==> config.mk <==
export PLATFORM = sky130hd
export DESIGN_NAME = exception_unit_flat
export DESIGN_NICKNAME = d
export VERILOG_FILES = /design/src/rtl/exception_unit_pkg.sv /design/src/rtl/exception_unit_if.sv /design/src/rtl/exception_unit_irq_latch_prio.sv /design/src/rtl/exception_unit.sv /design/src/flat_wrapper.sv
export SDC_FILE = /design/constraint.sdc
export NUM_CORES = 1
export LEC_CHECK = 0
export CAP_MARGIN = 20
export CORE_MARGIN = 4
export CORE_UTILIZATION = 35
export DETAILED_ROUTE_END_ITERATION = 6
export GPL_ROUTABILITY_DRIVEN = 0
export PLACE_DENSITY = 0.83
export SLEW_MARGIN = 20
export SYNTH_ARGS = -nofsm -noshare
export SYNTH_HDL_FRONTEND = slang
export SYNTH_SLANG_ARGS = --single-unit
==> constraint.sdc <==
create_clock -name CLK -period 1.4 [get_ports CLK]
set_input_delay 0.35 -clock CLK [delete_from_list [all_inputs] [get_ports CLK]]
set_output_delay 0.35 -clock CLK [all_outputs]
set_load 0.005 [all_outputs]
==> src/rtl/exception_unit_pkg.sv <==
// Shared definitions for the exception/interrupt coprocessor: cause codes,
// exception state encoding and the default datapath width.
package exception_unit_pkg;

  localparam int unsigned WIDTH_DEF      = 16;
  localparam int unsigned CAUSE_SYSCALL  = 0;
  localparam int unsigned CAUSE_ILLEGAL  = 1;
  localparam int unsigned CAUSE_IRQ_BASE = 8;
  localparam int unsigned CAUSE_EXT_BIT  = 15;
  localparam int unsigned IRQ_IDX_W      = 3;

  typedef enum logic [1:0] {
    EXC_IDLE,
    EXC_PENDING,
    EXC_HANDLER
  } exc_state_e;

  // Low nibble of the Cause code for an external interrupt line.
  function automatic logic [3:0] irq_code(input logic [IRQ_IDX_W-1:0] idx);
    return 4'(CAUSE_IRQ_BASE + 32'(idx));
  endfunction

endpackage

==> src/rtl/exception_unit_if.sv <==
// Control-unit / datapath facing signals of the exception unit.
interface exception_unit_if #(
  parameter int unsigned WIDTH   = 16,
  parameter int unsigned NUM_IRQ = 4
);

  logic [WIDTH-1:0]   PC;
  logic               IntCause;
  logic               CauseWrite;
  logic               EPCWrite;
  logic               InstrBoundary;
  logic               Eret;
  logic               MaskWrite;
  logic [NUM_IRQ-1:0] MaskData;
  logic [NUM_IRQ-1:0] ExtIrq;

  logic               ExcPending;
  logic [WIDTH-1:0]   EPC;
  logic [WIDTH-1:0]   Cause;
  logic [WIDTH-1:0]   HandlerVector;
  logic               IntEnable;
  logic               InHandler;
  logic [NUM_IRQ-1:0] IrqAck;

  modport master (
    output PC, IntCause, CauseWrite, EPCWrite, InstrBoundary, Eret,
           MaskWrite, MaskData, ExtIrq,
    input  ExcPending, EPC, Cause, HandlerVector, IntEnable, InHandler, IrqAck
  );

  modport slave (
    input  PC, IntCause, CauseWrite, EPCWrite, InstrBoundary, Eret,
           MaskWrite, MaskData, ExtIrq,
    output ExcPending, EPC, Cause, HandlerVector, IntEnable, InHandler, IrqAck
  );

endinterface

==> src/rtl/exception_unit_irq_latch_prio.sv <==
// Per-line rising-edge latches, interrupt mask and lowest-index priority
// select for the exception unit.
module irq_latch_prio
  import exception_unit_pkg::*;
#(
  parameter int unsigned NUM_IRQ = 4
) (
  input  logic                 CLK,
  input  logic                 Reset,
  input  logic [NUM_IRQ-1:0]   extIrq,
  input  logic                 maskWrite,
  input  logic [NUM_IRQ-1:0]   maskData,
  input  logic                 clrStrobe,
  input  logic [IRQ_IDX_W-1:0] clrIndex,
  output logic                 anyActive,
  output logic [IRQ_IDX_W-1:0] selIndex
);

  logic [NUM_IRQ-1:0] prevIrq;
  logic [NUM_IRQ-1:0] irqLatch;
  logic [NUM_IRQ-1:0] irqMask;
  logic [NUM_IRQ-1:0] rise;
  logic [NUM_IRQ-1:0] clrVec;
  logic [NUM_IRQ-1:0] active;

  assign rise   = extIrq & ~prevIrq;
  assign clrVec = clrStrobe ? (NUM_IRQ'(1) << clrIndex) : '0;
  assign active = irqLatch & irqMask;

  // A fresh edge on the line being cleared keeps the latch set.
  always_ff @(posedge CLK or posedge Reset) begin
    if (Reset) begin
      prevIrq  <= '0;
      irqLatch <= '0;
      irqMask  <= '1;
    end else begin
      prevIrq  <= extIrq;
      irqLatch <= (irqLatch & ~clrVec) | rise;
      if (maskWrite) irqMask <= maskData;
    end
  end

  always_comb begin
    anyActive = |active;
    selIndex  = '0;
    for (int unsigned i = NUM_IRQ; i > 0; i--) begin
      if (active[i-1]) selIndex = IRQ_IDX_W'(i - 1);
    end
  end

endmodule

==> src/rtl/exception_unit.sv <==
// Exception/interrupt coprocessor: EPC and Cause registers, interrupt
// acceptance at instruction boundaries and handler entry/exit tracking.
module exception_unit
  import exception_unit_pkg::*;
#(
  parameter int unsigned      WIDTH        = WIDTH_DEF,
  parameter int unsigned      NUM_IRQ      = 4,
  parameter logic [WIDTH-1:0] HANDLER_ADDR = WIDTH'(16'h0100)
) (
  input logic CLK,
  input logic Reset,
  exception_unit_if.slave bus
);

  exc_state_e state, nextState;

  logic [IRQ_IDX_W-1:0] frozenIdx;
  logic [IRQ_IDX_W-1:0] selIndex;
  logic                 anyActive;
  logic                 excPending;
  logic                 inHandler;
  logic                 intEnable;
  logic                 irqService;
  logic [NUM_IRQ-1:0]   irqAck;
  logic [WIDTH-1:0]     epcReg;
  logic [WIDTH-1:0]     causeReg;
  logic [WIDTH-1:0]     causeIrq;
  logic [WIDTH-1:0]     causeSw;

  irq_latch_prio #(.NUM_IRQ(NUM_IRQ)) u_irq (
    .CLK       (CLK),
    .Reset     (Reset),
    .extIrq    (bus.ExtIrq),
    .maskWrite (bus.MaskWrite),
    .maskData  (bus.MaskData),
    .clrStrobe (irqService),
    .clrIndex  (frozenIdx),
    .anyActive (anyActive),
    .selIndex  (selIndex)
  );

  always_ff @(posedge CLK or posedge Reset) begin
    if (Reset) state <= EXC_IDLE;
    else       state <= nextState;
  end

  always_comb begin
    nextState = state;
    unique case (state)
      EXC_IDLE: begin
        if (bus.CauseWrite)
          nextState = EXC_HANDLER;
        else if (intEnable && anyActive && bus.InstrBoundary)
          nextState = EXC_PENDING;
      end
      EXC_PENDING: begin
        if (bus.CauseWrite) nextState = EXC_HANDLER;
      end
      EXC_HANDLER: begin
        if (bus.Eret) nextState = EXC_IDLE;
      end
      default: nextState = EXC_IDLE;
    endcase
  end

  // Status outputs follow the state register directly, so they are glitch-free
  // registered values; only the ack pulse is qualified by CauseWrite.
  always_comb begin
    excPending = (state == EXC_PENDING);
    inHandler  = (state == EXC_HANDLER);
    intEnable  = (state != EXC_HANDLER);
    irqService = (state == EXC_PENDING) && bus.CauseWrite;
    irqAck     = irqService ? (NUM_IRQ'(1) << frozenIdx) : '0;
  end

  always_comb begin
    causeIrq                = '0;
    causeIrq[CAUSE_EXT_BIT] = 1'b1;
    causeIrq[3:0]           = irq_code(frozenIdx);
    causeSw = bus.IntCause ? WIDTH'(CAUSE_ILLEGAL) : WIDTH'(CAUSE_SYSCALL);
  end

  // EPC is frozen inside the handler so a nested software exception keeps
  // the original return address.
  always_ff @(posedge CLK or posedge Reset) begin
    if (Reset) begin
      frozenIdx <= '0;
      epcReg    <= '0;
      causeReg  <= '0;
    end else begin
      if (state == EXC_IDLE && nextState == EXC_PENDING) frozenIdx <= selIndex;
      if (bus.CauseWrite)
        causeReg <= (state == EXC_PENDING) ? causeIrq : causeSw;
      if (bus.EPCWrite && state != EXC_HANDLER) epcReg <= bus.PC;
    end
  end

  assign bus.ExcPending    = excPending;
  assign bus.InHandler     = inHandler;
  assign bus.IntEnable     = intEnable;
  assign bus.IrqAck        = irqAck;
  assign bus.EPC           = epcReg;
  assign bus.Cause         = causeReg;
  assign bus.HandlerVector = HANDLER_ADDR;

endmodule

==> src/flat_wrapper.sv <==
// flat-port wrapper written by rule: the top's interface ports become plain ports
module exception_unit_flat import exception_unit_pkg::*;
#(
  parameter int unsigned      WIDTH        = WIDTH_DEF,
  parameter int unsigned      NUM_IRQ      = 4,
  parameter logic [WIDTH-1:0] HANDLER_ADDR = WIDTH'(16'h0100)
)
  (CLK, Reset, bus_PC, bus_IntCause, bus_CauseWrite, bus_EPCWrite, bus_InstrBoundary, bus_Eret, bus_MaskWrite, bus_MaskData, bus_ExtIrq, bus_ExcPending, bus_EPC, bus_Cause, bus_HandlerVector, bus_IntEnable, bus_InHandler, bus_IrqAck);
  exception_unit_if #(.WIDTH(WIDTH), .NUM_IRQ(NUM_IRQ)) bus_i ();
  input logic CLK;
  input logic Reset;
  input wire logic [$bits(bus_i.PC)-1:0] bus_PC;
  input wire logic [$bits(bus_i.IntCause)-1:0] bus_IntCause;
  input wire logic [$bits(bus_i.CauseWrite)-1:0] bus_CauseWrite;
  input wire logic [$bits(bus_i.EPCWrite)-1:0] bus_EPCWrite;
  input wire logic [$bits(bus_i.InstrBoundary)-1:0] bus_InstrBoundary;
  input wire logic [$bits(bus_i.Eret)-1:0] bus_Eret;
  input wire logic [$bits(bus_i.MaskWrite)-1:0] bus_MaskWrite;
  input wire logic [$bits(bus_i.MaskData)-1:0] bus_MaskData;
  input wire logic [$bits(bus_i.ExtIrq)-1:0] bus_ExtIrq;
  output wire logic [$bits(bus_i.ExcPending)-1:0] bus_ExcPending;
  output wire logic [$bits(bus_i.EPC)-1:0] bus_EPC;
  output wire logic [$bits(bus_i.Cause)-1:0] bus_Cause;
  output wire logic [$bits(bus_i.HandlerVector)-1:0] bus_HandlerVector;
  output wire logic [$bits(bus_i.IntEnable)-1:0] bus_IntEnable;
  output wire logic [$bits(bus_i.InHandler)-1:0] bus_InHandler;
  output wire logic [$bits(bus_i.IrqAck)-1:0] bus_IrqAck;
  assign bus_i.PC = bus_PC;
  assign bus_i.IntCause = bus_IntCause;
  assign bus_i.CauseWrite = bus_CauseWrite;
  assign bus_i.EPCWrite = bus_EPCWrite;
  assign bus_i.InstrBoundary = bus_InstrBoundary;
  assign bus_i.Eret = bus_Eret;
  assign bus_i.MaskWrite = bus_MaskWrite;
  assign bus_i.MaskData = bus_MaskData;
  assign bus_i.ExtIrq = bus_ExtIrq;
  assign bus_ExcPending = bus_i.ExcPending;
  assign bus_EPC = bus_i.EPC;
  assign bus_Cause = bus_i.Cause;
  assign bus_HandlerVector = bus_i.HandlerVector;
  assign bus_IntEnable = bus_i.IntEnable;
  assign bus_InHandler = bus_i.InHandler;
  assign bus_IrqAck = bus_i.IrqAck;
  exception_unit #(.WIDTH(WIDTH), .NUM_IRQ(NUM_IRQ), .HANDLER_ADDR(HANDLER_ADDR)) u_core (.CLK(CLK), .Reset(Reset), .bus(bus_i));
endmodule
# == After elaboration in Yosys (flattened, before gate mapping) ==
# Index checks and enable logic that the tools add are counted.
# word_totals
reg_bits,49
in_bits,32
out_inout_bits,55
wordCells,38
# op_classes
add_sub_neg,1
n_eq_ne,4
shifts,1
mux,12
bitwise,6
reduce_logical,7
# op_table
operator,count
16-bit 2-to-1 mux,1
4-bit bitwise AND,3
2-bit 2-to-1 mux,5
3-bit 2-to-1 mux,3
4-bit NOT,2
2-bit one-hot mux with 3 select lines,1
1-bit logical AND,5
"4-bit by 3-bit adder with 4-bit output, first input constant",1
"2-bit by 1-bit == test with 1-bit output, second input constant",2
4-bit 2-to-1 mux,1
4-bit bitwise OR,1
4-bit OR reduction,1
"1-bit by 3-bit << shifter with 4-bit output, first input constant",1
"2-bit == test, second input constant",1
2-bit logical NOT,1
"2-bit != test, second input constant",1
1-bit 2-to-1 mux,1

# == Longest topological paths before layout ==
# depth
word_depth,9
depth_mapped,5

# == Modules after synthesis ==
# From an unflattened synthesis, not the netlist that was laid out.
# unflattened
hier_cells,144
area_unflattened_um2,1796.7
# by_module_without_submodules
module,instances,cells_each,area_each_um2,seq_area_each_um2
exception_unit,1,103,1303.8,625.6
irq_latch_prio,1,41,493.0,305.3

# == Least setup slack after synthesis ==
# No wires, ideal clock.
# synth_path
kind,register -> register
startpoint,register u_core.u_irq.irqMask[0]
endpoint,register u_core.frozenIdx[0]
arrival_time_ns,1.264
required_ns,1.272
setup_slack_ns,0.008
stages_incl_launch_ff,5
n_path_buf,0
synth_period_minus_slack_ns,1.392
cell_sequence,dfstp_2 -> a22o_1 -> o21ai_2 -> nor4_2 -> mux2_1
# synth_via
elab_chain_cells,9
elab_cells_between_ends,10
cone_classes,eq/ne: 1; mux: 4; bitwise: 1; reduce/logical: 4
# synth_lines
element,line,rtl
"start, declared",exception_unit_irq_latch_prio.sv:21,logic [NUM_IRQ-1:0] irqMask;
"start signal, assigned",exception_unit_irq_latch_prio.sv:39,if (maskWrite) irqMask <= maskData;
4-bit bitwise AND *,exception_unit_irq_latch_prio.sv:28,assign active = irqLatch & irqMask;
4-bit OR reduction,exception_unit_irq_latch_prio.sv:44,anyActive = |active;
1-bit logical AND (2 in series),exception_unit.sv:53,else if (intEnable && anyActive && bus.InstrBoundary)
2-bit 2-to-1 mux,exception_unit.sv:53,
2-bit 2-to-1 mux,exception_unit.sv:51,if (bus.CauseWrite)
2-bit one-hot mux with 3 select lines,exception_unit.sv:49,unique case (state)
2-bit by 1-bit == test with 1-bit output,exception_unit.sv:91,if (state == EXC_IDLE && nextState == EXC_PENDING) frozenIdx <= selIndex;
1-bit logical AND,exception_unit.sv:91,
"end signal, assigned",exception_unit.sv:91,
"end, declared",exception_unit.sv:17,logic [IRQ_IDX_W-1:0] frozenIdx;
# Every way passes the cells marked *; elsewhere a longest branch is shown, timed or not.
# A chain may end at the register's enable or synchronous reset.

# == Final worst setup path ==
# layout_path
startpoint,register u_core.state[0]
endpoint,output port bus_ExcPending
# layout_via
elab_chain_cells,1
# layout_lines
element,line,rtl
"start, declared",exception_unit.sv:15,"exc_state_e state, nextState;"
"start signal, assigned",exception_unit.sv:44,else state <= nextState;
2-bit by 1-bit == test with 1-bit output,exception_unit.sv:69,excPending = (state == EXC_PENDING);
"end, declared",flat_wrapper.sv:21,output wire logic [$bits(bus_i.ExcPending)-1:0] bus_ExcPending;
# No other way between the ends.

==> metrics.md <==
| Metric | Value |
|---|---|
| DR vias | 1194 |
| Skew final | 0.00714 ns |
| Slowest-stage cell, CP | dfrtp_1 |
| Worst EP arrival | 1.34 ns |
| FF-to-FF setup slack | -0.04 ns |
| Vias in the first global route | 1240 |
| Top post-synthesis cells by area | dfrtp_1 47%, buf_4 13%, mux2_4 9.0%, mux2_2 7.5%, dfstp_2 6.3% |
| Chip Width | 76.9 um |
| Max-cap violations | 0 |
| Overall Global Routing Usage | 13.1% |
| Clk_lat worst skew | 0.28 ns |
| Hold crit path type | input port to async pin |
| Post-synth EDFFs | 0 |
| Status | complete, but fails checks |
| Ys async rst share | 100% |
| Met2 WL | 1.95 mm |
| Hold Vio Cnt, Final | 0 |
| Critical path's most frequent cell | buf_6 |
| Area grow syn2layout | 55.1% |
| Post-synth top area share | 46.7% |
| Pin count of the biggest net entering global routing | 36 |
| Finished Layout Cells | 277 |
| Rows | 24 |
| Port bufs | 58 |
| 1st-iter DRT viols | 42 |
| Critical path capture point type | primary output |
| Total grt overflow | 0 |
| WHS | 0.414 ns |
| Minimum clock period after layout | 1.69 ns |
| Flops & latches, synth | 35 |
| Area leader, netlist | dfrtp_1 |
| Post-route clock period utilization | 121% |
| Synth Cell Area | 0.00166 mm^2 |
| Final Setup Violations | 9 |
| Worst-path fanout max | 3 |
| Synth warnings | 0 |
| RR Startpoint | u_core.state[0]$_DFF_PP0_ |
| Failing checks | setup timing |
| Multi-input logic area | 698 um^2 |
| Fraction of layout cells with a size suffix above 1 | 38.7% |
| Worst Setup Start Kind | flip-flop |
| Drt total wl | 3.84 mm |
| Mapped Avg Cell Area | 12.5 um^2 |
| DP Worst Slack | -0.707 ns |
| Met3 Routed Length | 284 um |
| Top Family by Delay on Critical Path | buffers and inverters |
| 1st-pass router iterations | 4 |
| CP max stage delay | 0.39 ns |
| Critical R2R Capture | u_core.bus.Cause[0]$_DFFE_PP0P_ |
| CTS tree | yes |
| Crit Path Category | flip-flop to primary output |
| Clk sinks | 35 |
| WP buf/inv | 4 |
| Fill count | 391 |
| First-pass GRT wire length | 6.07 mm |
| Reg2reg path depth | 7 |
| FF/Latch Area | 881 um^2 |
| Dpl cells | 254 |
| DRC violations left | 0 |
| DRT met1 WL | 1.55 mm |
| Num ports | 87 |
| Power Density | 1140 mW/mm^2 |
| Unrepaired setup endpoints after global routing | true |
| Synthesized instance count | 133 |
| H-tree depth | 2 |
| Most used DFF post-synth | dfrtp_1 |
| Initial antenna violation count | 0 |
| Worst-path clk slew | 0.07 ns |
| Worst endpoint required time | 1.05 ns |
| Highest metal used | met4 |
| Cell leakage power | 0.00128 uW |
| Root Buffer | clkbuf_8 |
| Util after Layout | 57.6% |
| Die Area | 0.00591 mm^2 |
| Ant. Diodes | 0 |
| Slew Limit Fails | 0 |
| Wire per inst | 13.9 um |
| VDD IR-drop max | 0.000666 V |
| Library cells used by synthesis | 27 |
| Fin worst setup slack | -0.292 ns |
| Share of the yosys chip area belonging to registers | 53.0% |
| Final-stage net count | 256 |
| DP HPWL | 2.72 mm |
| Fmax | 591 MHz |
| Via density per instance | 4.31 |
| Die H | 76.9 um |
| Starting Density | 37.1% |
| Clock buffer depth | 2 |
| Core area | 0.00447 mm^2 |
| Overall Power | 2940 uW |
| CP cell instances | and2b_2 -> buf_4 -> buf_6 -> buf_6 -> clkbuf_2 |
| Final ANT Viol Nets | 0 |
| CTS buffer count | 5 |
[layout make-up]
class / instances / share of cell area (%)
sequential: 35 / 34.2
timing repair buffer: 88 / 30.5
clock buffer: 8 / 3.88
inverter: 12 / 1.84
tap: 52 / 2.52
multi-input combinational: 82 / 27.1
[worst register-to-register path, cell delays in order (launching register included)]
cell and delay, ns:
dfrtp_1 0.39, and2b_2 0.24, buf_4 0.14, buf_6 0.10, buf_6 0.10, buf_4 0.12
mux2i_1 0.16, a21oi_1 0.08
[cell usage in the layout (no fill, tap or decap), types with 2 or more instances in the layout]
master,count
a21oi_1,2
clkdlybuf4s50_1,29
conb_1,28
o21ai_2,2
dfstp_2,4
nand2_8,2
mux2_4,12
buf_6,6
nor2_2,2
clkbuf_8,7
buf_2,5
o21ai_1,2
nand2_4,2
a22o_1,2
dlygate4sd2_1,20
buf_4,24
inv_1,10
nor3_4,2
o21ai_0,3
dfrtp_1,31
nor2_1,2
mux2_2,11
[registers in the layout (all words and copies together), names as in the netlist]
register,flops
u_core.bus.EPC,16
u_core.bus.Cause,3
u_core.state,2
u_core.u_irq.prevIrq,4
u_core.u_irq.irqLatch,4
u_core.frozenIdx,2
u_core.u_irq.irqMask,4
[where the power goes]
part	leakage, uW	internal (uW)	switching (uW)
clock network	0.0000515	449	330
logic	0.000823	538	330
registers	0.000401	1180	110
[cell usage after synthesis (2+ instances only)]
master / n
mux2_4: 10
o21ai_0: 6
a21oi_1: 2
dfstp_2: 4
mux2_1: 2
dfrtp_1: 31
buf_4: 29
a22o_1: 2
inv_1: 11
nand2_1: 2
nor3_2: 2
mux2_2: 11
conb_1: 2
o22ai_1: 2
nor2_1: 4
and2b_1: 2
[kinds of logic (layout without fill, tap and decap cells)]
group	after synthesis	in the layout	share of synthesized area, %
multiplexers	24	24	18.4
AO/OA/AOI/OAI	15	15	5.72
AND/OR/NAND/NOR	14	15	5.57
buffers and inverters	43	108	16.8
flip-flops	35	35	53.0
other	2	28	0.452
[timing repair]
item / in CTS / in global routing
hold buffers: 0 / 0
gates cloned: 1 / 0
setup buffers: 12 / 5
resized for setup: 68 / 12
setup endpoints to repair: 45 / 28
pin swaps: 5 / 6
[per-stage QoR]
step           instance area (um^2)  setup TNS (ns)
3_3_place_gp                   2300           -5.79
5_1_grt                        2580           -2.09
2_1_floorplan                  1760               0
3_5_place_dp                   2300           -6.31
6_report                       2580           -1.40
4_1_cts                        2540           -2.05
[how the worst max path moves through the flow]
stage,end,slack [ns],start,depth (start not counted)
floorplan,u_core.frozenIdx[0]$_DFFE_PP0P_,0.008,u_core.u_irq.irqMask[0]$_DFFE_PP1P_,4
global placement,bus_IrqAck[1],-0.68,bus_CauseWrite,4
detailed placement,bus_IrqAck[1],-0.71,bus_CauseWrite,4
CTS,bus_IrqAck[3],-0.33,u_core.state[1]$_DFF_PP0_,5
global route,bus_IrqAck[2],-0.37,u_core.state[1]$_DFF_PP0_,5
finish,bus_ExcPending,-0.29,u_core.state[0]$_DFF_PP0_,5
[layer usage]
| metal | up-vias | track usage (%) |
|---|---|---|
| met3 | 6 | 4.57 |
| met5 | - | 0 |
| met1 | 570 | 15.0 |
| met4 | 0 | 3.80 |
| met2 | 53 | 23.0 |
| li1 | 565 | - |
Power figures use the tool's default switching activity.
